--- config.mk ---
export PLATFORM = sky130hd
export DESIGN_NAME = alu_muldiv_seq_flat
export DESIGN_NICKNAME = d
export VERILOG_FILES = /design/src/rtl/alu_muldiv_seq_if.sv /design/src/rtl/alu_muldiv_seq.sv /design/src/flat_wrapper.sv
export SDC_FILE = /design/constraint.sdc
export NUM_CORES = 1
export LEC_CHECK = 0
export BUFFER_PORTS_ARGS = -buffer_cell sky130_fd_sc_hd__buf_4
export CAP_MARGIN = 20
export CORE_UTILIZATION = 30
export DETAILED_ROUTE_END_ITERATION = 12
export GPL_ROUTABILITY_DRIVEN = 0
export GPL_TIMING_DRIVEN = 0
export SKIP_CTS_REPAIR_TIMING = 1
export SLEW_MARGIN = 15
export SYNTH_ARGS = -nofsm -noshare
export SYNTH_HDL_FRONTEND = slang
export SYNTH_SLANG_ARGS = --single-unit
--- constraint.sdc ---
create_clock -name clk -period 7.3 [get_ports clk]
set_clock_uncertainty 0.2 [all_clocks]
set_input_delay 1.46 -clock clk [delete_from_list [all_inputs] [get_ports clk]]
set_output_delay 1.46 -clock clk [all_outputs]
set_load 0.05 [all_outputs]
--- src/rtl/alu_muldiv_seq_if.sv ---
`default_nettype none
// ============================================================================
// Module   : alu_muldiv_seq_if
// Brief    : Request/response and shared-ALU signals of the MULTU/DIVU sequencer
// Revision : 1.0
// ============================================================================
interface alu_muldiv_seq_if #(
  parameter int WIDTH = 32
);
  logic             start;
  logic             op;
  logic [WIDTH-1:0] src_a;
  logic [WIDTH-1:0] src_b;
  logic [WIDTH-1:0] alu_a;
  logic [WIDTH-1:0] alu_b;
  logic [2:0]       alu_cont;
  logic             alu_nez;
  logic [WIDTH-1:0] alu_result;
  logic             busy;
  logic             done;
  logic [WIDTH-1:0] hi;
  logic [WIDTH-1:0] lo;

  // Core/ALU side: issues requests, supplies the ALU result, reads status and HI/LO
  modport master (
    output start, op, src_a, src_b, alu_result,
    input  alu_a, alu_b, alu_cont, alu_nez, busy, done, hi, lo
  );

  modport slave (
    input  start, op, src_a, src_b, alu_result,
    output alu_a, alu_b, alu_cont, alu_nez, busy, done, hi, lo
  );
endinterface
`default_nettype wire

--- src/rtl/alu_muldiv_seq.sv ---
`default_nettype none
// ============================================================================
// Module   : alu_muldiv_seq
// Brief    : Iterative MULTU/DIVU, one shared-ALU add/sub per cycle, HI/LO out
// Revision : 1.0
// ============================================================================
module alu_muldiv_seq #(
  parameter int WIDTH = 32
) (
  input  logic            clk,
  input  logic            reset,
  alu_muldiv_seq_if.slave bus
);

  localparam int                 c_cnt_w   = $clog2(WIDTH);
  localparam logic [c_cnt_w-1:0] c_last    = c_cnt_w'(WIDTH - 1);
  localparam logic [2:0]         c_alu_add = 3'b010;
  localparam logic [2:0]         c_alu_sub = 3'b110;

  typedef enum logic [1:0] {
    S_IDLE = 2'd0,
    S_MUL  = 2'd1,
    S_DIV  = 2'd2,
    S_DONE = 2'd3
  } state_t;

  state_t             r_state;
  logic [WIDTH-1:0]   r_opd;    // multiplicand M / divisor D
  logic [WIDTH-1:0]   r_acc;    // P_hi / remainder R
  logic [WIDTH-1:0]   r_low;    // P_lo / quotient Q
  logic [WIDTH-1:0]   r_hi;
  logic [WIDTH-1:0]   r_lo;
  logic [c_cnt_w-1:0] r_count;
  logic               r_busy;
  logic               r_done;

  logic [WIDTH-1:0]   w_x;
  logic               w_carry;
  logic               w_borrow;
  logic               w_take;
  logic [WIDTH-1:0]   w_acc_nxt;
  logic [WIDTH-1:0]   w_low_nxt;

  assign w_x = {r_acc[WIDTH-2:0], r_low[WIDTH-1]};

  // The ALU has no carry/borrow out, so the MSB terms are rebuilt from the operand MSBs
  assign w_carry  = (r_acc[WIDTH-1] & r_opd[WIDTH-1]) |
                    ((r_acc[WIDTH-1] | r_opd[WIDTH-1]) & ~bus.alu_result[WIDTH-1]);
  assign w_borrow = (~w_x[WIDTH-1] & r_opd[WIDTH-1]) |
                    (~(w_x[WIDTH-1] ^ r_opd[WIDTH-1]) & bus.alu_result[WIDTH-1]);
  assign w_take   = r_acc[WIDTH-1] | ~w_borrow;

  assign bus.alu_a    = (r_state == S_MUL) ? r_acc :
                        (r_state == S_DIV) ? w_x   : '0;
  assign bus.alu_b    = ((r_state == S_MUL) || (r_state == S_DIV)) ? r_opd : '0;
  assign bus.alu_cont = (r_state == S_DIV) ? c_alu_sub : c_alu_add;
  assign bus.alu_nez  = 1'b0;

  always_comb begin
    w_acc_nxt = r_acc;
    w_low_nxt = r_low;
    case (r_state)
      S_MUL: begin
        if (r_low[0]) begin
          w_acc_nxt = {w_carry, bus.alu_result[WIDTH-1:1]};
          w_low_nxt = {bus.alu_result[0], r_low[WIDTH-1:1]};
        end else begin
          w_acc_nxt = {1'b0, r_acc[WIDTH-1:1]};
          w_low_nxt = {r_acc[0], r_low[WIDTH-1:1]};
        end
      end
      S_DIV: begin
        if (w_take) begin
          w_acc_nxt = bus.alu_result;
          w_low_nxt = {r_low[WIDTH-2:0], 1'b1};
        end else begin
          w_acc_nxt = w_x;
          w_low_nxt = {r_low[WIDTH-2:0], 1'b0};
        end
      end
      default: begin
      end
    endcase
  end

  always_ff @(posedge clk or posedge reset) begin
    if (reset) begin
      r_state <= S_IDLE;
      r_opd   <= '0;
      r_acc   <= '0;
      r_low   <= '0;
      r_hi    <= '0;
      r_lo    <= '0;
      r_count <= '0;
      r_busy  <= 1'b0;
      r_done  <= 1'b0;
    end else begin
      case (r_state)
        S_IDLE: begin
          if (bus.start) begin
            if (!bus.op) begin
              r_opd   <= bus.src_a;
              r_acc   <= '0;
              r_low   <= bus.src_b;
              r_count <= c_last;
              r_busy  <= 1'b1;
              r_state <= S_MUL;
            end else if (bus.src_b != '0) begin
              r_opd   <= bus.src_b;
              r_acc   <= '0;
              r_low   <= bus.src_a;
              r_count <= c_last;
              r_busy  <= 1'b1;
              r_state <= S_DIV;
            end else begin
              // Divide by zero: fixed result, no iteration
              r_hi    <= bus.src_a;
              r_lo    <= '1;
              r_done  <= 1'b1;
              r_state <= S_DONE;
            end
          end
        end
        S_MUL, S_DIV: begin
          r_acc   <= w_acc_nxt;
          r_low   <= w_low_nxt;
          r_count <= r_count - 1'b1;
          if (r_count == '0) begin
            r_hi    <= w_acc_nxt;
            r_lo    <= w_low_nxt;
            r_busy  <= 1'b0;
            r_done  <= 1'b1;
            r_state <= S_DONE;
          end
        end
        S_DONE: begin
          r_done  <= 1'b0;
          r_state <= S_IDLE;
        end
        default: begin
          r_busy  <= 1'b0;
          r_done  <= 1'b0;
          r_state <= S_IDLE;
        end
      endcase
    end
  end

  assign bus.busy = r_busy;
  assign bus.done = r_done;
  assign bus.hi   = r_hi;
  assign bus.lo   = r_lo;

endmodule
`default_nettype wire

--- src/flat_wrapper.sv ---
// flat-port wrapper written by rule: the top's interface ports become plain ports
module alu_muldiv_seq_flat 
#(
  parameter int WIDTH = 32
)
  (clk, reset, bus_start, bus_op, bus_src_a, bus_src_b, bus_alu_result, bus_alu_a, bus_alu_b, bus_alu_cont, bus_alu_nez, bus_busy, bus_done, bus_hi, bus_lo);
  alu_muldiv_seq_if #(.WIDTH(WIDTH)) bus_i ();
  input  logic clk;
  input  logic reset;
  input wire logic [$bits(bus_i.start)-1:0] bus_start;
  input wire logic [$bits(bus_i.op)-1:0] bus_op;
  input wire logic [$bits(bus_i.src_a)-1:0] bus_src_a;
  input wire logic [$bits(bus_i.src_b)-1:0] bus_src_b;
  input wire logic [$bits(bus_i.alu_result)-1:0] bus_alu_result;
  output wire logic [$bits(bus_i.alu_a)-1:0] bus_alu_a;
  output wire logic [$bits(bus_i.alu_b)-1:0] bus_alu_b;
  output wire logic [$bits(bus_i.alu_cont)-1:0] bus_alu_cont;
  output wire logic [$bits(bus_i.alu_nez)-1:0] bus_alu_nez;
  output wire logic [$bits(bus_i.busy)-1:0] bus_busy;
  output wire logic [$bits(bus_i.done)-1:0] bus_done;
  output wire logic [$bits(bus_i.hi)-1:0] bus_hi;
  output wire logic [$bits(bus_i.lo)-1:0] bus_lo;
  assign bus_i.start = bus_start;
  assign bus_i.op = bus_op;
  assign bus_i.src_a = bus_src_a;
  assign bus_i.src_b = bus_src_b;
  assign bus_i.alu_result = bus_alu_result;
  assign bus_alu_a = bus_i.alu_a;
  assign bus_alu_b = bus_i.alu_b;
  assign bus_alu_cont = bus_i.alu_cont;
  assign bus_alu_nez = bus_i.alu_nez;
  assign bus_busy = bus_i.busy;
  assign bus_done = bus_i.done;
  assign bus_hi = bus_i.hi;
  assign bus_lo = bus_i.lo;
  alu_muldiv_seq #(.WIDTH(WIDTH)) u_core (.clk(clk), .reset(reset), .bus(bus_i));
endmodule
**Yosys cells after proc, flatten, opt, wreduce, memory -nomap -nowiden**

Index checks and enable logic that the tools add are counted.

- Register bits after elaboration: 169
- Output and inout bits: 134

- Add/sub/neg operators: 1
- Eq/ne operators: 9
- Muxes and demuxes: 49
- Bitwise logic cells: 13
- Reduce and logical (&&, ||, !) cells: 12

Operators with widths:

| cell | count |
|---|---|
| 32-bit 2-to-1 mux | 22 |
| 32-bit case mux with 2 select lines | 6 |
| 32-bit nonzero test | 1 |
| 5-bit 2-to-1 mux | 3 |
| 1-bit 2-to-1 mux | 10 |
| 5-bit case mux with 2 select lines | 1 |
| 4-bit AND reduction | 2 |
| 2-bit 2-to-1 mux | 3 |
| 2-bit inequality test (second input constant) | 3 |
| 2-bit case mux with 3 select lines | 1 |
| 3-bit AND reduction | 2 |
| 5-bit zero test | 1 |
| 5-bit AND reduction | 1 |
| 5-bit by 1-bit subtractor with 5-bit output (second input constant) | 1 |
| 1-bit bitwise AND | 4 |
| 2-bit == test (second input constant) | 2 |
| 2-bit by 1-bit inequality test with 1-bit output (second input constant) | 2 |
| 1-bit inverter | 4 |
| 1-bit bitwise OR | 4 |
| 3-bit 2-to-1 mux | 1 |
| 3-bit by 2-bit inequality test with 1-bit output (second input constant) | 1 |
| 1-bit case mux with 3 select lines | 1 |
| 2-bit by 1-bit == test with 1-bit output (second input constant) | 1 |
| 2-bit zero test | 1 |
| 6 further kinds | 6 |

**Logic depth before layout (Yosys ltp)**

Gate-level depths: netlist of run 1.

- Word-level depth: 10
- Depth in mapped cells: 10
- Mapped depth without buffers: 7

**Worst setup path after synthesis of run 1**

Ideal clock, no wire load.

- Path kind: register to output
- Start: register u_core.r_state[0]
- End: output port bus_alu_a[10]
- Data arrival time: 3062 ps
- Required time: 5640 ps
- Slack: 2578 ps
- Cell stages (with the launch flop): 8
- Path buffers: 3
- Cell sequence: dfrtp_1 inv_1 ha_1 clkbuf_1 clkbuf_1 clkbuf_1 nand2_1 o21ai_0

- Longest elaborated chain between the ends: 3
- Elaborated cells on any way between the ends: 4
- Classes of those cells: eq/ne: 2; mux: 2

RTL lines:

| item | RTL line | source |
|---|---|---|
| from (decl) | alu_muldiv_seq.sv:27 | `state_t r_state;` |
| from (signal assigned) | alu_muldiv_seq.sv:88 | `r_state <= S_IDLE;` |
| from (signal assigned) | alu_muldiv_seq.sv:107 | `r_state <= S_MUL;` |
| from (signal assigned) | alu_muldiv_seq.sv:114 | `r_state <= S_DIV;` |
| 2-bit == test | alu_muldiv_seq.sv:54 | `(r_state == S_DIV) ? w_x : '0;` |
| 32-bit 2-to-1 mux | alu_muldiv_seq.sv:54 |  |
| 32-bit 2-to-1 mux * | alu_muldiv_seq.sv:53 | `assign bus.alu_a = (r_state == S_MUL) ? r_acc :` |
| to (decl) | flat_wrapper.sv:15 | `output wire logic [$bits(bus_i.alu_a)-1:0] bus_alu_a;` |

Mark *: on every way between the ends. The rest lies on a longest branch, timed or not.

**Final worst setup path of run 1**

- Start: register u_core.r_state[1]
- End: output port bus_alu_a[6]

The elaborated chain is that of the path after synthesis.

==> impl_metrics.tcl, run 1 <==
set metrics [dict create \
    status "finished clean" \
    clkPwrFrac_pct 12.6 \
    rr_startpoint "u_core.r_state[1]" \
    synthArstFlopShare_pct 100 \
    drtIter0Drc 775 \
    synth_commonest_cells "234 x nand2_1, 169 x dfrtp_1, 144 x o21ai_0" \
    dieArea_sq_um 34200 \
    power.internal_uw 3360 \
    grt_max_degree 100 \
    maxCapViolCount 0 \
    cts_tree "yes" \
    cts_max_path_buffers 2 \
    syn_inst 1059 \
    worstSetupEndpointType "output pin" \
    wl_per_cell_um 21.0 \
    core_area_sq_um 32700 \
    synth_top_area_share_pct 42.1 \
    nets 1416 \
    fmax_mhz 185 \
    place_ws_ps 2400 \
    post-route-util_pct 39.6 \
    drt-pass1-iter-count 5 \
    min_path_type "flop to flop" \
    setup_viol 0 \
    clk_latency_ps 450 \
    antenna_found_initial 2 \
    min_to "u_core.r_opd[28]" \
    fin_crit_ps 5420 \
    numCtsBuffers 17 \
    finalSetupTns_ps 0 \
    ir_worst_vdd_mv 0.280 \
    yosysSeqAreaShare_pct 42.1 \
    vias 9171 \
    hpwl_um 28300 \
    cts-root-buf "clkbuf_16" \
    port-buffer-count 229 \
    r2r_end "u_core.r_acc[5]" \
    synth.avg_cell_area_sq_um 9.48 \
    io_pins 234 \
    crit_arrival_ps 3760 \
    relSlewSlack_pct 35.3 \
    fp.dieH_um 185 \
    start_kind "flop" \
    synthDistinctLibCells 46 \
    synth_area_leaders "dfrtp_1 42%, nand2_1 8.7%, mux2_2 7.7%" \
    grt_pass1_vias 9031 \
    switching_share_pct 54.2 \
    rows 66 \
    yosys_register_bits 169 \
    drive_above_1_share_pct 27.8 \
    crit_fanout 10 \
    synthFlopType "dfrtp_1" \
    yosys_warnings 0 \
    timing.hold.ws_ps 273 \
    period_share_pct 74.2 \
    fin_ws_ps 1880 \
    synth_top_area_cell "dfrtp_1" \
    reg2reg_depth 8 \
    grt_pass1_wl_um 55700 \
    power_density_nw_per_um2 566 \
    slew_violations 0 \
    syn-cell-area_sq_um 10000 \
    initial_utilization_pct 30.7 \
    cts-htree-levels 4 \
    cts_sinks 169 \
    worstPathRequired_ps 5640 \
    power_uw 7320 \
    yosysMostFrequentCell "nand2_1" \
    syn2layout_area_growth_pct 28.8 \
    tightest_slew_ps 968 \
    vias_per_cell 5.20 \
    grt_remaining_overflow 0 \
    regToRegSetupSlack_ps 3990 \
    synth_edf_count 0 \
    clkTransAtPathRegs_ps 80 \
    dieWidth_um 185 \
    hold_path_depth 2 \
    grt_util_all_layers_pct 21.8 \
    hold_viol_final 0 \
    drc 0 \
    fill_cells 3389 \
    crit_type "flop to output pin" \
    power.switching_uw 3970 \
    combPwrFrac_pct 65.1 \
    detail-route-antenna-nets 0 \
    min_from "u_core.r_opd[28]" \
    seqPwrFrac_pct 22.3 \
    rsz0062_at_grt "no" \
    drt-total-wl_um 37100 \
    p_leak_uw 0.00571 \
]
## worst max path at each step
stage,from,cells after the start,endpoint,slack (ps)
3_5_place_dp,u_core.r_state[1],9,bus_alu_a[4],2400
2_1_floorplan,reset,1,u_core.bus.busy,1060
3_3_place_gp,reset,2,u_core.r_opd[28],-1290
5_1_grt,u_core.r_state[1],9,bus_alu_a[2],1770
6_report,u_core.r_state[1],9,bus_alu_a[6],1880
4_1_cts,u_core.r_state[1],9,bus_alu_a[4],1910
## worst max-delay path, stage by stage (launching register included)
cell and delay [ps]:
dfrtp_1 420, inv_1 130, ha_1 210, clkbuf_1 380, clkbuf_1 500, clkbuf_1 550, clkbuf_1 470, nand2_1 100
o21ai_0 230, buf_4 300
## cell type report
type	instances	area (sq um)	area share, %
multi-input cells	788	5380	41.6
clock inverters	15	155	1.20
inverters	13	56.3	0.435
diodes	1	2.50	0.0193
well taps	442	553	4.28
repair buffers	230	1750	13.5
clock buffers	17	425	3.29
plain buffers	90	393	3.04
flip-flops and latches	169	4230	32.7
## cells by family after synthesis
family,after synthesis,share of synthesized area (%)
and+or+nand+nor,336,16.0
AOI/OAI and AO/OA,248,15.6
buffers and inverters,103,4.40
other,2,0.0748
DFF,169,42.1
muxes,193,20.8
adders and majority gates,8,0.972
## flip-flops by register name (all words and copies together) (netlist names)
register and count:
u_core.bus.done 1, u_core.r_acc 32, u_core.r_state 2, u_core.r_opd 32, u_core.r_low 32, u_core.bus.lo 32, u_core.bus.hi 32, u_core.r_count 5
u_core.bus.busy 1
## through the flow
step	area [sq um]	std cells
detailed placement	12400	1732
global placement	12300	1731
finish	12900	1765
floorplan	10000	1060
global route	12900	1765
CTS	12900	1764
## layout by cell type, fill, tap and decap left out, types with 2 or more instances in the layout
cell / count
o31ai_4: 2
nand4_4: 2
nor3_1: 3
o21ai_1: 19
mux2_1: 60
a221o_1: 31
inv_8: 7
inv_1: 12
a31oi_1: 3
o221ai_1: 2
mux2_2: 69
nor2b_1: 32
o21ai_0: 144
mux2i_1: 64
a22oi_1: 31
nor2_1: 10
nand3_1: 5
a211oi_1: 2
ha_1: 7
buf_2: 11
clkbuf_16: 17
clkinvlp_4: 2
nor4_2: 4
and2_1: 33
nand2b_1: 3
nor4_4: 4
buf_4: 238
a21oi_1: 5
inv_6: 2
clkbuf_1: 62
nand2_1: 234
buf_1: 7
conb_1: 3
dfrtp_1: 169
o31ai_1: 2
clkinv_8: 2
clkinv_4: 2
## per-layer routing
metal | vias up | track usage, % | part of all wire (%)
li1 | 4224 | - | -
met1 | 4537 | 28.8 | 44
met2 | 350 | 35.0 | 47
met3 | 58 | 4.42 | 6.2
met4 | 2 | 8.36 | 3.3
met5 | - | 0 | 0.035
## power groups by stage
| stage | logic [uW] | registers [uW] | clock network [uW] |
|---|---|---|---|
| floorplan | 2670 | 2160 | 0 |
| global placement | 4690 | 1640 | 0 |
| detailed placement | 4750 | 1640 | 0 |
| CTS | 4770 | 1630 | 926 |
| global route | 5110 | 1680 | 966 |
| finish | 4770 | 1630 | 920 |
Power figures use the tool's default switching activity.
==> run 2, diff against run 1 <==
- clock period: 7.3 -> 5.4 ns (I/O delays scaled with it)
==> run 2 against run 1 <==
  * Cell count grew 0.28%
  * Setup slack lost 1500 ps
  * Largest cell class unchanged
  * Utilization grew 0.39 points
  * Count of clock-buffer cells in the layout is the same
  * Non-clock buffer count grew 4
  * Flip-flop and latch count is the same
  * Critical path type unchanged
  * Clock power grew 47%
  * Die area is the same
  * Global-route usage grew 0.24 points
==> impl_metrics.tcl, run 2 (same netlist as run 1, synthesis figures left out) <==
set metrics [dict create \
    post-route-util_pct 39.9 \
    clkPwrFrac_pct 13.5 \
    cts_max_path_buffers 2 \
    antenna_found_initial 2 \
    worstSetupEndpointType "output pin" \
    status "finished clean" \
    clkTransAtPathRegs_ps 70 \
    slew_violations 0 \
    detail-route-antenna-nets 0 \
    cp_cell_sequence "inv_1 > ha_1 > clkbuf_1 > clkbuf_1 > clkbuf_1 > clkbuf_1 > nand2_1 > o21ai_0 > buf_4" \
    power_uw 10000 \
    final_common_cell "buf_4" \
    cts_tree "yes" \
    power.internal_uw 4680 \
    clk_latency_ps 440 \
    crit_top_cell "clkbuf_1" \
    crit_arrival_ps 3720 \
    drt-total-wl_um 37200 \
    port-buffer-count 229 \
    power.switching_uw 5340 \
    crit_fanout 10 \
    finalSetupTns_ps 0 \
    slowest_stage "clkbuf_1" \
    layout_common_cells "238 x buf_4, 234 x nand2_1, 169 x dfrtp_1" \
    grt_util_all_layers_pct 22.1 \
    dieArea_sq_um 34200 \
    io_pins 234 \
    cts-root-buf "clkbuf_16" \
    layout.cells.non_filler 1770 \
    timing.hold.ws_ps 274 \
    grt_max_degree 35 \
    switching_share_pct 53.3 \
    drtIter0Drc 834 \
    crit_type "flop to output pin" \
    cts_sinks 169 \
    dieWidth_um 185 \
    min_path_type "flop to flop" \
    drt-pass1-iter-count 6 \
    syn2layout_area_growth_pct 30.1 \
    fin_crit_ps 5000 \
    seqPwrFrac_pct 22.1 \
    power_density_nw_per_um2 766 \
    wl_per_cell_um 21.0 \
    setup_viol 0 \
    numCtsBuffers 17 \
    grt_pass1_vias 9119 \
    initial_utilization_pct 30.7 \
    period_share_pct 92.5 \
    cts-htree-levels 4 \
    hold_viol_final 0 \
    rows 66 \
    relSlewSlack_pct 38.3 \
    hpwl_um 28800 \
    drc 0 \
    critPathMaxStageDelay_ps 580 \
    core_area_sq_um 32700 \
    rsz0062_at_grt "no" \
    tightest_slew_ps 925 \
    nets 1420 \
    vias 9200 \
    maxCapViolCount 0 \
    grt_remaining_overflow 0 \
    vias_per_cell 5.20 \
    fp.dieH_um 185 \
    p_leak_uw 0.00576 \
    ir_worst_vdd_mv 0.413 \
    fmax_mhz 200 \
    worstPathRequired_ps 4120 \
    placed_cells 1736 \
    grt_pass1_wl_um 56200 \
    start_kind "flop" \
    combPwrFrac_pct 64.4 \
    drive_above_1_share_pct 28.0 \
]
-- run 2: area by class of cell --
| cell class | instances | area (sq um) |
|---|---|---|
| well taps | 442 | 553 |
| clock buffers | 17 | 425 |
| diodes | 2 | 5.00 |
| plain buffers | 90 | 393 |
| multi-input cells | 788 | 5380 |
| clock inverters | 15 | 211 |
| inverters | 13 | 52.6 |
| fillers | 3392 | 19600 |
| flip-flops and latches | 169 | 4230 |
| repair buffers | 234 | 1820 |
-- run 2: routing by layer --
| layer | up-vias | GRT usage [%] | wire length (um) |
|---|---|---|---|
| li1 | 4233 | - | - |
| met1 | 4508 | 29.5 | 16200 |
| met2 | 402 | 35.7 | 17500 |
| met3 | 57 | 4.13 | 2550 |
| met4 | 0 | 7.44 | 1010 |
| met5 | - | 0 | 0 |
-- run 2: path summary, 6_finish.rpt --
path | to | from | slack, ps | depth (start not counted)
worst max register to register | u_core.r_acc[7] | u_core.r_state[0] | 2130 | 8
worst max-delay path | bus_alu_a[2] | u_core.r_state[1] | 400 | 9
min in group asynchronous | u_core.bus.hi[30] | reset | 560 | 2
max in group asynchronous | u_core.r_opd[7] | reset | 3560 | 4
worst min register to register | u_core.r_opd[10] | u_core.r_opd[10] | 270 | 2
worst min-delay path | u_core.r_opd[10] | u_core.r_opd[10] | 270 | 2
-- run 2: power by group through the flow --
stage / clock [uW] / combinational (uW) / sequential (uW)
after floorplan: 0 / 3610 / 2930
after global placement: 0 / 6330 / 2220
after detailed placement: 0 / 6420 / 2230
after CTS: 1370 / 6440 / 2210
after global routing: 1420 / 6920 / 2280
final: 1350 / 6450 / 2220
-- run 2: per-stage QoR --
step | instance area (sq um) | setup WS, ps
finish | 13100 | 404
global route | 13100 | 225
CTS | 13100 | 470
detailed placement | 12400 | 963
global placement | 12300 | 683
floorplan | 10000 | 1060
-- run 2: worst max-delay path, delay by kind of cell, from the launching register on --
family | cells | cell delay (ps)
buffers and inverters | 6 | 2300
flip-flops | 1 | 410
adder cells (fa/ha/maj) | 1 | 210
AND/OR/NAND/NOR | 1 | 180
AO/OA/AOI/OAI | 1 | 160
==> run 3, diff against run 2 <==
- CORE_UTILIZATION: 30 -> 39
==> run 3 against run 2 <==
  * Highest routed layer unchanged
  * Clock power fell by 13%
  * Utilization rose by 11 points
  * Global-route usage rose by 4.6 points
  * Non-clock buffer count did not move
  * Largest cell class unchanged
  * Cell area fell by 1.7%
==> impl_metrics.tcl, run 3 (same netlist as run 1, synthesis figures left out) <==
set metrics [dict create \
    status "finished clean" \
    vias 9048 \
    worst-path-buf-inv 6 \
    port-buffer-count 229 \
    layout_common_cells "238 x buf_4, 234 x nand2_1, 169 x dfrtp_1" \
    drc 0 \
    slowest_stage "clkbuf_1" \
    min_path_type "flop to flop" \
    cts_max_path_buffers 2 \
    p_leak_uw 0.00572 \
    crit_fanout 10 \
    grt_remaining_overflow 0 \
    cts-root-buf "clkbuf_16" \
    rsz0062_at_grt "no" \
    grt_max_degree 35 \
    core_area_sq_um 25300 \
    io_pins 234 \
    drive_above_1_share_pct 27.9 \
    worstPathRequired_ps 4120 \
    grt_pass1_wl_um 52800 \
    finalSetupTns_ps 0 \
    numCtsBuffers 17 \
    initial_utilization_pct 39.8 \
    slew_violations 0 \
    start_kind "flop" \
    vias_per_cell 5.46 \
    power_density_nw_per_um2 762 \
    hpwl_um 26600 \
    tightest_slew_ps 879 \
    maxCapViolCount 0 \
    worstSetupEndpointType "output pin" \
    crit_top_cell "clkbuf_1" \
    relSlewSlack_pct 41.4 \
    clkTransAtPathRegs_ps 70 \
    cts_sinks 169 \
    fin_crit_ps 4960 \
    antenna_found_initial 2 \
    final_common_cell "buf_4" \
    critPathMaxStageDelay_ps 590 \
    cts_tree "yes" \
    crit_arrival_ps 3680 \
    detail-route-antenna-nets 0 \
    cp_top_family "buffers and inverters" \
    grt_util_all_layers_pct 26.7 \
    hold_viol_final 0 \
    grt_pass1_vias 8775 \
    nets 1420 \
    cts-htree-levels 4 \
    crit_type "flop to output pin" \
    period_share_pct 91.9 \
    syn2layout_area_growth_pct 27.8 \
    drt-total-wl_um 34700 \
    drtIter0Drc 721 \
    rows 58 \
    setup_viol 0 \
    ir_worst_vdd_mv 0.366 \
    wl_per_cell_um 20.9 \
    timing.hold.ws_ps 273 \
    fp.dieH_um 162 \
    fmax_mhz 201 \
    dieWidth_um 162 \
    cp_cell_sequence "inv_1 > ha_1 > clkbuf_1 > buf_2 > clkbuf_1 > clkbuf_1 > and2_1 > buf_4" \
    drt-pass1-iter-count 5 \
    clk_latency_ps 430 \
    dieArea_sq_um 26400 \
]
run 3: cell count changes in the layout (fill, tap and decap cells not counted):
| cell | delta |
|---|---|
| buf_16 | +1 |
| buf_12 | -1 |
| clkinv_8 | -2 |
| clkinv_4 | +3 |
| bufinv_16 | -3 |
| clkbuf_1 | +1 |
| inv_8 | -1 |
| clkinv_2 | +2 |
run 3: area by class of cell:
class	instances	area (sq um)
Multi-Input combinational cell	788	5380
Timing Repair Buffer	234	1830
Sequential cell	169	4230
Buffer	90	393
Tap cell	330	413
Clock buffer	18	429
Clock inverter	14	114
Fill cell	2440	12400
Antenna cell	2	5.00
Inverter	13	52.6
run 3: routing by layer:
| metal | up-vias | global-route usage [%] | share of wire [%] |
|---|---|---|---|
| li1 | 4230 | - | - |
| met5 | - | 0 | 0 |
| met1 | 4437 | 35.7 | 44 |
| met2 | 337 | 42.6 | 47 |
| met3 | 44 | 5.63 | 6.4 |
| met4 | 0 | 9.26 | 2.6 |
run 3: path summary, 6_finish.rpt:
path | depth (start not counted) | from | endpoint | slack, ps
worst max-delay path | 8 | u_core.r_state[1] | bus_alu_b[13] | 440
worst min-delay path | 2 | u_core.r_opd[17] | u_core.r_opd[17] | 270
worst max register to register | 8 | u_core.r_state[1] | u_core.r_acc[15] | 2110
worst min register to register | 2 | u_core.r_opd[17] | u_core.r_opd[17] | 270
max in group asynchronous | 5 | reset | u_core.r_low[11] | 3360
min in group asynchronous | 2 | reset | u_core.bus.hi[29] | 540
run 3: stage by stage:
step | cells | setup WS, ps | cell area [sq um] | power (uW) | utilization, %
after floorplan | 1060 | 1060 | 10000 | 6540 | -
after global placement | 1619 | 688 | 12200 | 8520 | 48.2
after detailed placement | 1624 | 915 | 12300 | 8610 | 48.7
after CTS | 1656 | 441 | 12800 | 9790 | 50.8
after global routing | 1656 | 301 | 12800 | 10400 | 50.8
final | 1658 | 436 | 12800 | 9780 | 50.8
run 3: worst min-delay path: cells and delay by family (launching register included):
kind / cells / cell delay, ps
AO/OA/AOI/OAI: 1 / 60
AND/OR/NAND/NOR: 1 / 40
flip-flops: 1 / 330
run 3: power by group:
| part | leakage [uW] | switching (uW) | internal (uW) |
|---|---|---|---|
| Combinational | 0.00337 | 4330 | 2090 |
| Sequential | 0.00208 | 365 | 1830 |
| Clock | 0.000265 | 566 | 600 |
